File: config.mk
export PLATFORM = sky130hd
export DESIGN_NAME = iot_tx_flat
export DESIGN_NICKNAME = d
export VERILOG_FILES = /design/src/rtl/iot_pkg.sv /design/src/rtl/iot_tx_if.sv /design/src/rtl/iot_tx_ser.sv /design/src/rtl/iot_tx.sv /design/src/flat_wrapper.sv
export SDC_FILE = /design/constraint.sdc
export NUM_CORES = 1
export LEC_CHECK = 0
export CAP_MARGIN = 40
export CELL_PAD_IN_SITES_DETAIL_PLACEMENT = 1
export CELL_PAD_IN_SITES_GLOBAL_PLACEMENT = 2
export CORE_MARGIN = 2
export CORE_UTILIZATION = 34
export CTS_CLUSTER_DIAMETER = 60
export DETAILED_ROUTE_END_ITERATION = 12
export DONT_BUFFER_PORTS = 1
export PLACE_DENSITY = 0.82
export SKIP_LAST_GASP = 1
export SYNTH_ARGS = -nofsm -noshare
export SYNTH_HDL_FRONTEND = slang
export SYNTH_HIERARCHICAL = 1
export SYNTH_SLANG_ARGS = --single-unit
File: constraint.sdc
create_clock -name clk -period 2.4 [get_ports clk]
set_input_delay 0.36 -clock clk [delete_from_list [all_inputs] [get_ports clk]]
set_output_delay 0.36 -clock clk [all_outputs]
set_load 0.02 [all_outputs]
File: src/rtl/iot_pkg.sv
// Shared definitions for the iot_tx record serializer: function codes, record geometry, FSM states.
package iot_pkg;

  localparam int BYTES_PER_REC = 16;
  localparam int REC_W         = BYTES_PER_REC * 8;
  localparam int IDX_W         = $clog2(BYTES_PER_REC);
  localparam logic [IDX_W-1:0] LAST_IDX = IDX_W'(BYTES_PER_REC - 1);

  typedef enum logic [2:0] {
    FN_NONE     = 3'd0,
    FN_MAX      = 3'd1,
    FN_MIN      = 3'd2,
    FN_AVG      = 3'd3,
    FN_EXTRACT  = 3'd4,
    FN_EXCLUDE  = 3'd5,
    FN_PEAK_MAX = 3'd6,
    FN_PEAK_MIN = 3'd7
  } fn_e;

  typedef enum logic {
    ST_IDLE = 1'b0,
    ST_SEND = 1'b1
  } state_e;

endpackage

File: src/rtl/iot_tx_if.sv
// Upstream record stream: valid/ready handshake carrying one 128-bit record.
interface iot_tx_if;
  import iot_pkg::*;

  logic             rec_valid;
  logic [REC_W-1:0] rec_data;
  logic             rec_ready;

  modport master (output rec_valid, rec_data, input rec_ready);
  modport slave  (input rec_valid, rec_data, output rec_ready);
endinterface

File: src/rtl/iot_tx_ser.sv
// Byte serializer: pulls a record from the hold register and issues bytes 15..0, stalling on busy.
module iot_tx_ser
  import iot_pkg::*;
(
  input  logic             clk,
  input  logic             rst,
  input  logic             busy,
  input  logic             hold_full,
  input  logic [REC_W-1:0] hold_data,
  output logic             take,
  output logic             issue,
  output logic [IDX_W-1:0] idx,
  output logic             in_en,
  output logic [7:0]       iot_in
);

  state_e           state, state_n;
  logic [REC_W-1:0] shf;

  always_ff @(posedge clk) begin
    if (rst) state <= ST_IDLE;
    else     state <= state_n;
  end

  // Reloading on the byte-0 edge keeps consecutive records gap-free.
  always_comb begin
    state_n = state;
    take    = 1'b0;
    issue   = 1'b0;
    case (state)
      ST_IDLE: if (hold_full && !busy) begin
        state_n = ST_SEND;
        take    = 1'b1;
      end
      ST_SEND: if (!busy) begin
        issue = 1'b1;
        if (idx == '0) begin
          if (hold_full) take    = 1'b1;
          else           state_n = ST_IDLE;
        end
      end
      default: state_n = ST_IDLE;
    endcase
  end

  always_ff @(posedge clk) begin
    if (rst) begin
      shf    <= '0;
      idx    <= LAST_IDX;
      in_en  <= 1'b0;
      iot_in <= '0;
    end else begin
      in_en <= issue;
      if (issue) begin
        iot_in <= shf[REC_W-1 -: 8];
        shf    <= shf << 8;
        idx    <= idx - 1'b1;
      end
      if (take) begin
        shf <= hold_data;
        idx <= LAST_IDX;
      end
    end
  end

endmodule

File: src/rtl/iot_tx.sv
// Record-to-byte transmitter for the IoT processor: hold register, frame counter, result capture.
// Optional IOT_TX_ERR_EN enables a sticky error on results arriving with no completed frame outstanding.
module iot_tx
  import iot_pkg::*;
#(
  parameter int RECS_PER_FRAME = 8
) (
  input  logic             clk,
  input  logic             rst,
  iot_tx_if.slave          rec,
  input  logic [2:0]       fn_cfg,
  input  logic             busy,
  output logic             in_en,
  output logic [7:0]       iot_in,
  output logic [2:0]       fn_sel,
  input  logic             valid,
  input  logic [REC_W-1:0] iot_out,
  output logic             res_valid,
  output logic [REC_W-1:0] res_data,
  output logic             err
);

  localparam int CNT_W = (RECS_PER_FRAME > 1) ? $clog2(RECS_PER_FRAME) : 1;

  logic             hold_full;
  logic [REC_W-1:0] hold_data;
  logic             take, issue;
  logic [IDX_W-1:0] idx;
  logic [CNT_W-1:0] rec_cnt;
  logic             last_rec;

  assign rec.rec_ready = ~hold_full & ~rst;
  assign last_rec      = (rec_cnt == CNT_W'(RECS_PER_FRAME - 1));

  iot_tx_ser u_ser (
    .clk       (clk),
    .rst       (rst),
    .busy      (busy),
    .hold_full (hold_full),
    .hold_data (hold_data),
    .take      (take),
    .issue     (issue),
    .idx       (idx),
    .in_en     (in_en),
    .iot_in    (iot_in)
  );

  always_ff @(posedge clk) begin
    if (rst) begin
      hold_full <= 1'b0;
      hold_data <= '0;
      rec_cnt   <= '0;
      fn_sel    <= '0;
      res_valid <= 1'b0;
      res_data  <= '0;
    end else begin
      if (take) hold_full <= 1'b0;
      else if (rec.rec_valid && rec.rec_ready) begin
        hold_full <= 1'b1;
        hold_data <= rec.rec_data;
      end
      // Function is frozen for the frame once record 0 starts going out.
      if (issue && idx == LAST_IDX && rec_cnt == '0) fn_sel <= fn_cfg;
      if (issue && idx == '0) rec_cnt <= last_rec ? '0 : rec_cnt + 1'b1;
      res_valid <= valid;
      if (valid) res_data <= iot_out;
    end
  end

`ifdef IOT_TX_ERR_EN
  logic        frame_done;
  logic [15:0] pend;
  logic        err_q;

  assign frame_done = issue && (idx == '0) && last_rec;
  assign err        = err_q;

  // A frame finishing on the same edge as a result counts as outstanding.
  always_ff @(posedge clk) begin
    if (rst) begin
      pend  <= '0;
      err_q <= 1'b0;
    end else begin
      if (valid && pend == '0 && !frame_done) err_q <= 1'b1;
      pend <= pend + 16'(frame_done) - 16'(valid && (pend != '0 || frame_done));
    end
  end
`else
  assign err = 1'b0;
`endif

endmodule

File: src/flat_wrapper.sv
// flat-port wrapper written by rule: the top's interface ports become plain ports
module iot_tx_flat import iot_pkg::*;
#(
  parameter int RECS_PER_FRAME = 8
)
  (clk, rst, fn_cfg, busy, in_en, iot_in, fn_sel, valid, iot_out, res_valid, res_data, err, rec_rec_valid, rec_rec_data, rec_rec_ready);
  iot_tx_if rec_i ();
  input  logic clk;
  input  logic rst;
  input  logic [2:0] fn_cfg;
  input  logic busy;
  output logic in_en;
  output logic [7:0] iot_in;
  output logic [2:0] fn_sel;
  input  logic valid;
  input  logic [REC_W-1:0] iot_out;
  output logic res_valid;
  output logic [REC_W-1:0] res_data;
  output logic err;
  input wire logic [$bits(rec_i.rec_valid)-1:0] rec_rec_valid;
  input wire logic [$bits(rec_i.rec_data)-1:0] rec_rec_data;
  output wire logic [$bits(rec_i.rec_ready)-1:0] rec_rec_ready;
  assign rec_i.rec_valid = rec_rec_valid;
  assign rec_i.rec_data = rec_rec_data;
  assign rec_rec_ready = rec_i.rec_ready;
  iot_tx #(.RECS_PER_FRAME(RECS_PER_FRAME)) u_core (.clk(clk), .rst(rst), .rec(rec_i), .fn_cfg(fn_cfg), .busy(busy), .in_en(in_en), .iot_in(iot_in), .fn_sel(fn_sel), .valid(valid), .iot_out(iot_out), .res_valid(res_valid), .res_data(res_data), .err(err));
endmodule
==> results of run 1 <==
[stage by stage]
| stage | util | cell area [µm²] |
|---|---|---|
| 2_1_floorplan | - | 16100 |
| 3_3_place_gp | 0.354 | 16500 |
| 3_5_place_dp | 0.354 | 16500 |
[logic make-up after synthesis]
logic type | Yosys count
and+or+nand+nor | 681
DFF | 406
AOI/OAI and AO/OA | 394
buffers and inverters | 152
muxes | 131
adders and majority gates | 5
xor gates and xnor gates | 3
other | 1
[synthesized netlist by cell type (all sizes together) (2+ instances only)]
master  number  area share
dfxtp      406        0.50
mux2i      131       0.081
clkbuf      93       0.022
nand2      270       0.063
nor4b        2      0.0020
a211oi     120       0.084
inv          7      0.0016
a21oi      132       0.041
o21ai      132       0.048
xnor2        2      0.0011
ha           5      0.0039
nor2       262       0.061
a22oi        8      0.0037
buf         52       0.025
nand2b     136       0.053
nor3         2     0.00062
==> results.md, run 1 <==
Synth:
- The number of flops mapped to enable cells by yosys is 0.
- The Yosys step of the flow raised 6 warnings.
- Counting every net in the synthesized netlist gives 2042.
- After synthesis, the largest family of logic cells by area is simple AND/OR/NAND/NOR gates.
- Of the total synthesized cell area, the portion taken by full adders, half adders and majority gates is 0.00388.
- The area fraction in compound gates after synthesis is 0.178.
- The most common flop cell mapped by yosys is dfxtp_1.
- The multiplexer share of the synthesized area is 0.0813.
- The total standard cell area after synthesis is 16100 µm².
- The count of cell types in the netlist is 40.
- The post-synthesis register bit count is 406.
- Of the total synthesized cell area, the portion taken by AND, OR, NAND and NOR gates is 0.183.
- Counting every instance in the synthesized netlist gives 1773.
- For this run, asynchronously set or reset flops after synthesis account for 0.
- The share of the yosys chip area belonging to registers is 0.504.
- In this run the mean area of a mapped cell was 9.10 µm².
- The xor/xnor share of the synthesized area is 0.00163.

Place:
- The placer congestion estimate is 0.775.
- Detailed placement ended at an HPWL of 32900 µm.
- Port buffering added 0 buffers.
- Before CTS, the worst setup slack after placement is 0.169 ns.
- The cell count after placement is 2260.

Status:
- The first error in the log reads "[ERROR RSZ-0060] Max buffer count reached".
- The run stopped with a tool error.
- It got as far as 4_1_cts and failed there.

Clock network:
- The tree built by TritonCTS fans out to 406 sinks.
- The total CTS buffers is 47.
- The post-cts hold buffer count is 470.
- The root buffer cell is clkbuf_16.
- The CTS H-tree depth is 2.
- Post-CTS repair changed the size of 0 cells.
- After clock tree synthesis, the setup repair step added 0 buffers.
- Counting along the longest clock path gives a buffer depth of 3.

Floorplanning:
- The die is 222 µm wide.
- The site row count is 79.
- The top-level I/O count is 407.
- The die height is 222 µm.
- For this configuration, the core starts out at a cell density of 0.346.
==> run 2: changes to the inputs <==
--- a/config.mk
+++ b/config.mk
@@ -6,14 +6,11 @@
 export NUM_CORES = 1
 export LEC_CHECK = 0
 export CAP_MARGIN = 40
-export CELL_PAD_IN_SITES_DETAIL_PLACEMENT = 1
-export CELL_PAD_IN_SITES_GLOBAL_PLACEMENT = 2
 export CORE_MARGIN = 2
-export CORE_UTILIZATION = 34
-export CTS_CLUSTER_DIAMETER = 60
+export CORE_UTILIZATION = 40
 export DETAILED_ROUTE_END_ITERATION = 12
 export DONT_BUFFER_PORTS = 1
-export PLACE_DENSITY = 0.82
+export PLACE_DENSITY_LB_ADDON = 0.15
 export SKIP_LAST_GASP = 1
 export SYNTH_ARGS = -nofsm -noshare
 export SYNTH_HDL_FRONTEND = slang
==> constraint.sdc (replaced) <==
create_clock -name clk -period 3.1 [get_ports clk]
set_input_delay 0.465 -clock clk [delete_from_list [all_inputs] [get_ports clk]]
set_output_delay 0.465 -clock clk [all_outputs]
set_load 0.02 [all_outputs]
==> results.md, run 2 <==
Place:
- The placer congestion estimate is 0.859.
- Buffers placed on the I/O ports in this run total 0.
- Once detailed placement completed, the half-perimeter wirelength came to 28200 µm.

Route:
- The routed layout has 12.0k vias.
- The number of routed nets with antenna violations is 0.
- The detailed router finished its first iteration with 865 violations.
- For this run, design rule violations remaining after detail routing come to 0.
- Before antenna repair, the detailed router went through 4 iterations.
- The via density per instance is 5.11.
- The mean routed wirelength per cell is 19.2 µm.
- The final layout contains routed wiring with a total length of 45300 µm.

Floorplanning:
- The x dimension of the die is 205 µm.
- The top-level I/O count is 407.
- The site row count is 73.
- In this run the vertical extent of the chip is 205 µm.
- The overall die area is 42000 µm².
- The area of the core region is 39700 µm².
- For this configuration, the core starts out at a cell density of 0.406.

STA:
- The final setup violation count is 0.
- The final critical-path required period is 2.42 ns.
- Setup repair after global routing left no endpoint under its margin.
- Timing would allow up to 0.414 GHz.
- The portion of the clock cycle consumed by the worst path in the final layout is 0.780.
- The count of pins over their slew limit is 0.
- The number of hold violations in the final report is 0.
- The slew at the pin with the worst max-slew slack is 0.754 ns.
- The relative slew slack is 0.497.
- Setup total negative slack on the finished layout was measured at 0 ns.
- The final worst clock skew is 0.0105 ns.

Clock network:
- The root buffer cell is clkbuf_16.
- The clock-pin slew on the worst setup and hold paths is 0.06 ns.
- The TritonCTS clock tree is built.
- The longest clock path from root to sink contains 3 buffers.
- At the later pin of the worst-skew pair, clock insertion delay measures 0.56 ns.
- The number of clock sinks is 406.
- The CTS H-tree depth is 2.
- The total CTS buffers is 44.

Power:
- The share of total power dissipated in sequential elements is 0.480.
- Of the total power, combinational logic draws 0.091.
- The power dissipated by switching net loads is 0.00309 W.
- The power share of the clock group is 0.429.
- Cell internal power was estimated by the tool at 0.00932 W.
- For this design the static power due to leakage is 7.15 nW.
- VDD sags by at most 0.372 mV.
- The total power divided by cell area is 657 nW/µm².
- The proportion of total power due to net switching is 0.249.

Setup path:
- The critical path in this run is classified as flip-flop to flip-flop.
- The cell with the largest stage delay on the worst path is dfxtp_1.
- The logic depth of the worst register-to-register path is 9.
- The end of the worst register-to-register path is u_core/hold_data[73].
- The data arrival time of the critical path is 2.84 ns.
- Traced cell by cell, the critical path runs through inv_1, ha_1, or3b_1, a21o_4, inv_4, nor4b_4, buf_12, buf_4, o21ai_0.
- The worst register-to-register path begins at u_core/u_ser/idx[0].
- The worst setup path is launched from a flip-flop.
- The delay of the slowest cell on the worst path is 0.47 ns.
- For the worst setup path, the data required time is 3.52 ns.
- The register-to-register setup slack is 0.68 ns.
- Along the worst path, the maximum fanout reaches 54.
- The type of destination of the critical path is a flip-flop.

GRT:
- The global-route met3 utilization is 0.0592.
- For met1 alone, demand over resource in global routing was 0.255.
- The global routing stage identified its most utilized layer as met2.
- The number of antenna violations at the first check in global routing is 7.
- Across every metal layer, demand over resource in global routing totals 0.204.
- The first-pass GRT wire length is 66400 µm.
- The maximum number of pins on one net before global-route repair is 291.
- For this run, global-route usage on met2 was measured as 0.336.
- The via count of the first global-routing pass is 11.4k.
- The leftover overflow at the end of global routing is 0.

Synth:
- When the netlist entered floorplanning its net count stood at 2042.
- Averaged over all synthesized cells, the footprint is 9.10 µm².
- Yosys mapped a number of flops with a built-in enable equal to 0.
- Sorting the synthesized cells by area gives the leading types as dfxtp_1 (50%), mux2i_1 (8.1%), a211oi_2 (7.0%).
- The share of synthesized registers carrying an async set or reset is 0.
- The count of synthesis-stage warnings from yosys is 6.
- Summed over all instances, the cell type with the most area after synthesis is dfxtp_1.
- The count of cell types in the netlist is 40.
- The most instantiated library cell after synthesis is dfxtp_1.
- The share of synthesized area in the top cell type comes to 0.504.
- The share of the yosys chip area belonging to registers is 0.504.
- The post-synthesis register bit count is 406.
- Synthesis produced 1773 cells.
- After synthesis, the most frequently instantiated cells are dfxtp_1 (406), nand2_1 (270), nor2_1 (262).
- The mapped netlist covers 16100 µm².
- In the synthesized netlist the dominant register cell turns out to be dfxtp_1.

Status:
- The flow ran to the end, and the final reports show no timing, DRC or antenna violations.

Min path:
- The worst hold path belongs to the class input port to flip-flop.
- The terminating pin of the worst hold path is u_core/hold_data[103].
- The launch instance of the worst min-delay path is rec_rec_data[103].
- The cell depth of the worst hold path is 2.

Finish:
- The most common cell after layout, fill and taps aside is dfxtp_1.
- The library cells used most frequently in the layout, excluding fill and tap cells, are dfxtp_1 (406), nand2_1 (270), nor2_1 (261), nand2b_1 (136), a21oi_1 (132).
- The area growth from synthesis to layout is 17.1%.
- Once layout is complete, the utilization of the core stands at 0.475.
- The net total in the final layout is 2063.
- The fraction of final layout cells with drive strength greater than 1 is 0.115.
- The largest registers in the layout are u_core/hold_data (128), u_core/res_data (128), u_core/u_ser/shf (128).
- The filler cells instantiated in the layout total 3803.

Job:
- The number of maximum-capacitance constraint violations is 0.
==> run 2: final cells by class <==
class | instances | area, µm² | share of cell area
flip-flops and latches | 406 | 8130 | 0.430
multi-input cells | 1215 | 7250 | 0.384
clock buffers | 70 | 1350 | 0.0715
repair buffers | 120 | 1330 | 0.0706
well taps | 525 | 657 | 0.0348
clock inverters | 9 | 128 | 0.00676
inverters | 7 | 28.8 | 0.00152
diodes | 5 | 12.5 | 0.000663
==> run 2: metal layers <==
metal | share of wire | vias to the layer above
met3 | 0.072 | 66
met1 | 0.43 | 5642
met5 | 0.00060 | -
met4 | 0.023 | 4
li1 | - | 6000
met2 | 0.47 | 336
==> run 2: power groups by stage <==
stage | clock (W) | combinational (W) | sequential [W]
floorplan | 0 | 0.000925 | 0.00596
global placement | 0 | 0.000944 | 0.00607
detailed placement | 0 | 0.000965 | 0.00607
CTS | 0.00550 | 0.00113 | 0.00596
global route | 0.00570 | 0.00125 | 0.00599
finish | 0.00533 | 0.00112 | 0.00596
==> run 2: worst max-delay path: cells and delay by family, from the launching register on <==
family	cells	cell delay (ns)
buffers and inverters	4	0.74
AND/OR/NAND/NOR	2	0.56
flip-flops	1	0.47
AO/OA/AOI/OAI	2	0.29
adder cells (fa/ha/maj)	1	0.19
==> run 2: worst max path at each step <==
stage                   startpoint               endpoint  slack (ns)  depth (start not counted)
2_1_floorplan  u_core/u_ser/idx[0]  u_core/hold_data[103]        0.73                         14
3_3_place_gp   u_core/u_ser/idx[0]   u_core/u_ser/shf[24]        0.79                          8
3_5_place_dp   u_core/u_ser/idx[0]   u_core/hold_data[65]        0.73                          9
4_1_cts        u_core/u_ser/idx[0]   u_core/hold_data[65]        0.71                          9
5_1_grt        u_core/u_ser/idx[0]   u_core/hold_data[73]        0.49                          9
6_report       u_core/u_ser/idx[0]   u_core/hold_data[73]        0.68                          9
==> run 2: timing repair <==
action,in CTS,in global routing
endpoints found under the hold margin,182,5
hold buffers,106,1
gates resized for setup,0,0
buffers inserted,0,0
==> run 2: per-stage QoR <==
stage / power (W) / area (µm²) / cells / worst slack (ns) / hold WS, ns
after floorplan: 0.00689 / 16100 / 1773 / 0.727 / 0.432
after global placement: 0.00701 / 16300 / 2166 / 0.789 / 0.440
after detailed placement: 0.00704 / 16300 / 2166 / 0.730 / 0.445
after CTS: 0.0126 / 18900 / 2351 / 0.709 / 0.000183
after global routing: 0.0129 / 18900 / 2355 / 0.491 / 0.0185
final: 0.0124 / 18900 / 2357 / 0.683 / 0.0314
==> run 2: cell families (layout without fill, tap and decap cells) <==
kind of cell / after synthesis / in the layout / synth area share
xor+xnor: 3 / 3 / 0.00163
other cells: 1 / 6 / 0.000232
fa+ha+maj: 5 / 5 / 0.00388
compound gates: 394 / 394 / 0.178
buf+inv: 152 / 206 / 0.0481
flops: 406 / 406 / 0.504
simple gates: 681 / 681 / 0.183
mux: 131 / 131 / 0.0813
No activity file was read; power rests on OpenSTA's default activity.
==> run 3: changes to the inputs <==
==> constraint.sdc (replaced) <==
create_clock -name clk -period 2.35 [get_ports clk]
set_input_delay 0.3525 -clock clk [delete_from_list [all_inputs] [get_ports clk]]
set_output_delay 0.3525 -clock clk [all_outputs]
set_load 0.02 [all_outputs]
==> results.md, run 3 (synthesis results as in run 2) <==
STA:
- Setup violations remaining at the end of the flow were counted as 0.
- Setup repair after global routing left no endpoint under its margin.
- The number of hold violations in the final report is 4.
- For the pin with the worst max-slew slack, the measured transition is 1.03 ns.
- Adding up every negative setup slack in the final design gives 0 ns.
- Derived from the worst setup path, the maximum achievable clock frequency is 0.448 GHz.
- The worst pin sits at a relative slew slack of 0.315.
- The final worst clock skew is 0.0254 ns.
- The final hold slack is -0.0215 ns.
- The count of pins over their slew limit is 0.
- Dividing the final minimum period by the clock period gives 0.950.
- The final critical-path required period is 2.23 ns.

GRT:
- In the global route stage, overall resource usage came out at 0.237.
- Summed over all layers, the global routing overflow is 0.
- Entering global routing, the biggest net connects 409 pins.
- The number of antenna violations at the first check in global routing is 6.
- The via count of the first global-routing pass is 13.7k.
- The first-pass GRT wire length is 78000 µm.

Job:
- The number of maximum-capacitance constraint violations is 0.

Setup path:
- In this run the worst setup path begins at u_core/u_ser/idx[1].
- Data arrives at the worst endpoint at 2.67 ns.
- The type of destination of the critical path is a flip-flop.
- The critical register-to-register path startpoint is u_core/u_ser/idx[1].
- At the worst endpoint, the required time is 2.79 ns.
- The worst setup path is launched from a flip-flop.
- The type of the worst setup path is flip-flop to flip-flop.
- The worst-path maximum fanout is 13.

Clock network:
- The root buffer cell is clkbuf_16.
- In this run, CTS created clock tree buffers numbering 44.
- The H-tree generated during clock tree synthesis spans 2 levels.
- In this run the post-CTS setup repair buffer count came out at 0.
- TritonCTS built the clock tree.
- The clock-pin slew on the worst setup and hold paths is 0.06 ns.
- The worst-skew pair later-pin latency is 0.57 ns.
- The clock passes through at most 3 buffers.
- For this design, the sink count on the clock tree is 406.

Route:
- The total DRC errors in the routed layout is 0.
- After detailed routing, the total wire length is 51600 µm.
- For this run, the detailed router's first-pass iteration total came to 5.
- The mean routed wirelength per cell is 19.4 µm.
- The vias after detailed routing is 13.5k.
- The DRC marker count from the first detailed-route iteration is 931.
- The via density per instance is 5.07.
- The number of routed nets with antenna violations is 0.

Finish:
- Counting the fill cells in the layout gives 3540.
- In the final design database the tool counted 2362 nets.
- In the final layout, flip-flops and latches occupy 8130 µm².
- Leaving out fill and tap cells, the most frequent cell in the layout is dfxtp_1.
- The largest registers in the layout are u_core/hold_data (128), u_core/res_data (128), u_core/u_ser/shf (128).
- For this run, the number of standard cells in the final layout without fillers is 2655.
- The multi-input combinational cells in the finished layout cover a total of 7250 µm².
- Leaving out fill and tap cells, the most frequent cells in the layout are dfxtp_1 (406), dlygate4sd3_1 (397), nand2_1 (270), nor2_1 (261), nand2b_1 (136).
- After routing the design area is 21800 µm².
- The area growth from synthesis to layout is 35.3%.
- Of the cells placed in the final design, the portion with a size suffix greater than 1 is 0.0997.

Floorplanning:
- The region available for standard cell placement spans 39700 µm².
- The top-level I/O count is 407.
- The initial core utilization is 0.406.
- The overall die area is 42000 µm².
- The die is 205 µm tall.
- In this run the horizontal extent of the chip is 205 µm.
- In this run the core area contains 73 standard-cell rows.

Power:
- For this design the ratio of total power to cell area is 753 nW/µm².
- IR analysis of the VDD net gives a maximum drop of 0.436 mV.
- The total power is 0.0164 W.
- The leakage power is 8.56 nW.

Place:
- The post-detailed-placement cell area is 16400 µm².
- The count of input and output buffers is 0.
- The cell count after placement is 2173.
- The detailed-placement wirelength estimate is 28300 µm.
- Routability-driven placement finished with a final weighted congestion of 0.868.

Min path:
- The tightest min-delay check is of the input port to flip-flop type.
- The startpoint identified for the worst hold timing path is rst.

Status:
- The run finished, with violations left.
- The checks that failed: negative hold slack.
-- run 3: final timing paths --
| check | to | slack, ns | cells after the start |
|---|---|---|---|
| min | u_core/u_ser/shf[116] | -0.02 | 1 |
| max | u_core/hold_full | 0.12 | 8 |
| min reg2reg | u_core/u_ser/shf[10] | 0.45 | 2 |
| max reg2reg | u_core/hold_full | 0.12 | 8 |
-- run 3: per-stage QoR --
stage	worst slack (ns)	hold WS [ns]	utilization
after CTS	0.0525	-0.135	0.547
after detailed placement	0.229	0.445	0.413
after global placement	0.287	0.434	0.413
after global routing	0.0155	-0.0665	0.549
final	0.118	-0.0215	0.550
after floorplan	0.0304	0.432	-
-- run 3: metal layers --
layer	GRT usage	vias to the layer above	share of wire
met5	0	-	0.00089
met4	0.116	8	0.047
met3	0.0682	124	0.077
met2	0.389	419	0.46
met1	0.283	6337	0.41
li1	-	6581	-
-- run 3: cell type report --
type	instances	area share
sequential	406	0.372
multi-input combinational	1215	0.332
timing repair buffer	419	0.201
clock buffer	70	0.0601
tap	525	0.0301
clock inverter	9	0.00298
inverter	7	0.00155
antenna	4	0.000458
-- run 3: critical path, cell delays in order (launching register included) --
cell and delay, ns:
dfxtp_1 0.35, inv_1 0.09, ha_1 0.13, or3b_1 0.38
a21o_4 0.27, inv_8 0.11, buf_16 0.16, nor3_1 0.06
dlygate4sd3_1 0.57
-- run 3: what timing repair did --
| action | CTS | global route |
|---|---|---|
| endpoints found under the setup margin | 0 | 1 |
| hold buffers | 394 | 3 |
| gates resized for setup | 0 | 3 |
| hold endpoints to repair | 405 | 4 |
-- run 3: power by group --
group	leakage [nW]	switching [W]	total [W]	internal [W]
registers	3.34	0.000517	0.00788	0.00736
logic	4.56	0.000884	0.00193	0.00105
clock network	0.668	0.00281	0.00664	0.00383
total	8.56	0.00421	0.0164	0.0122
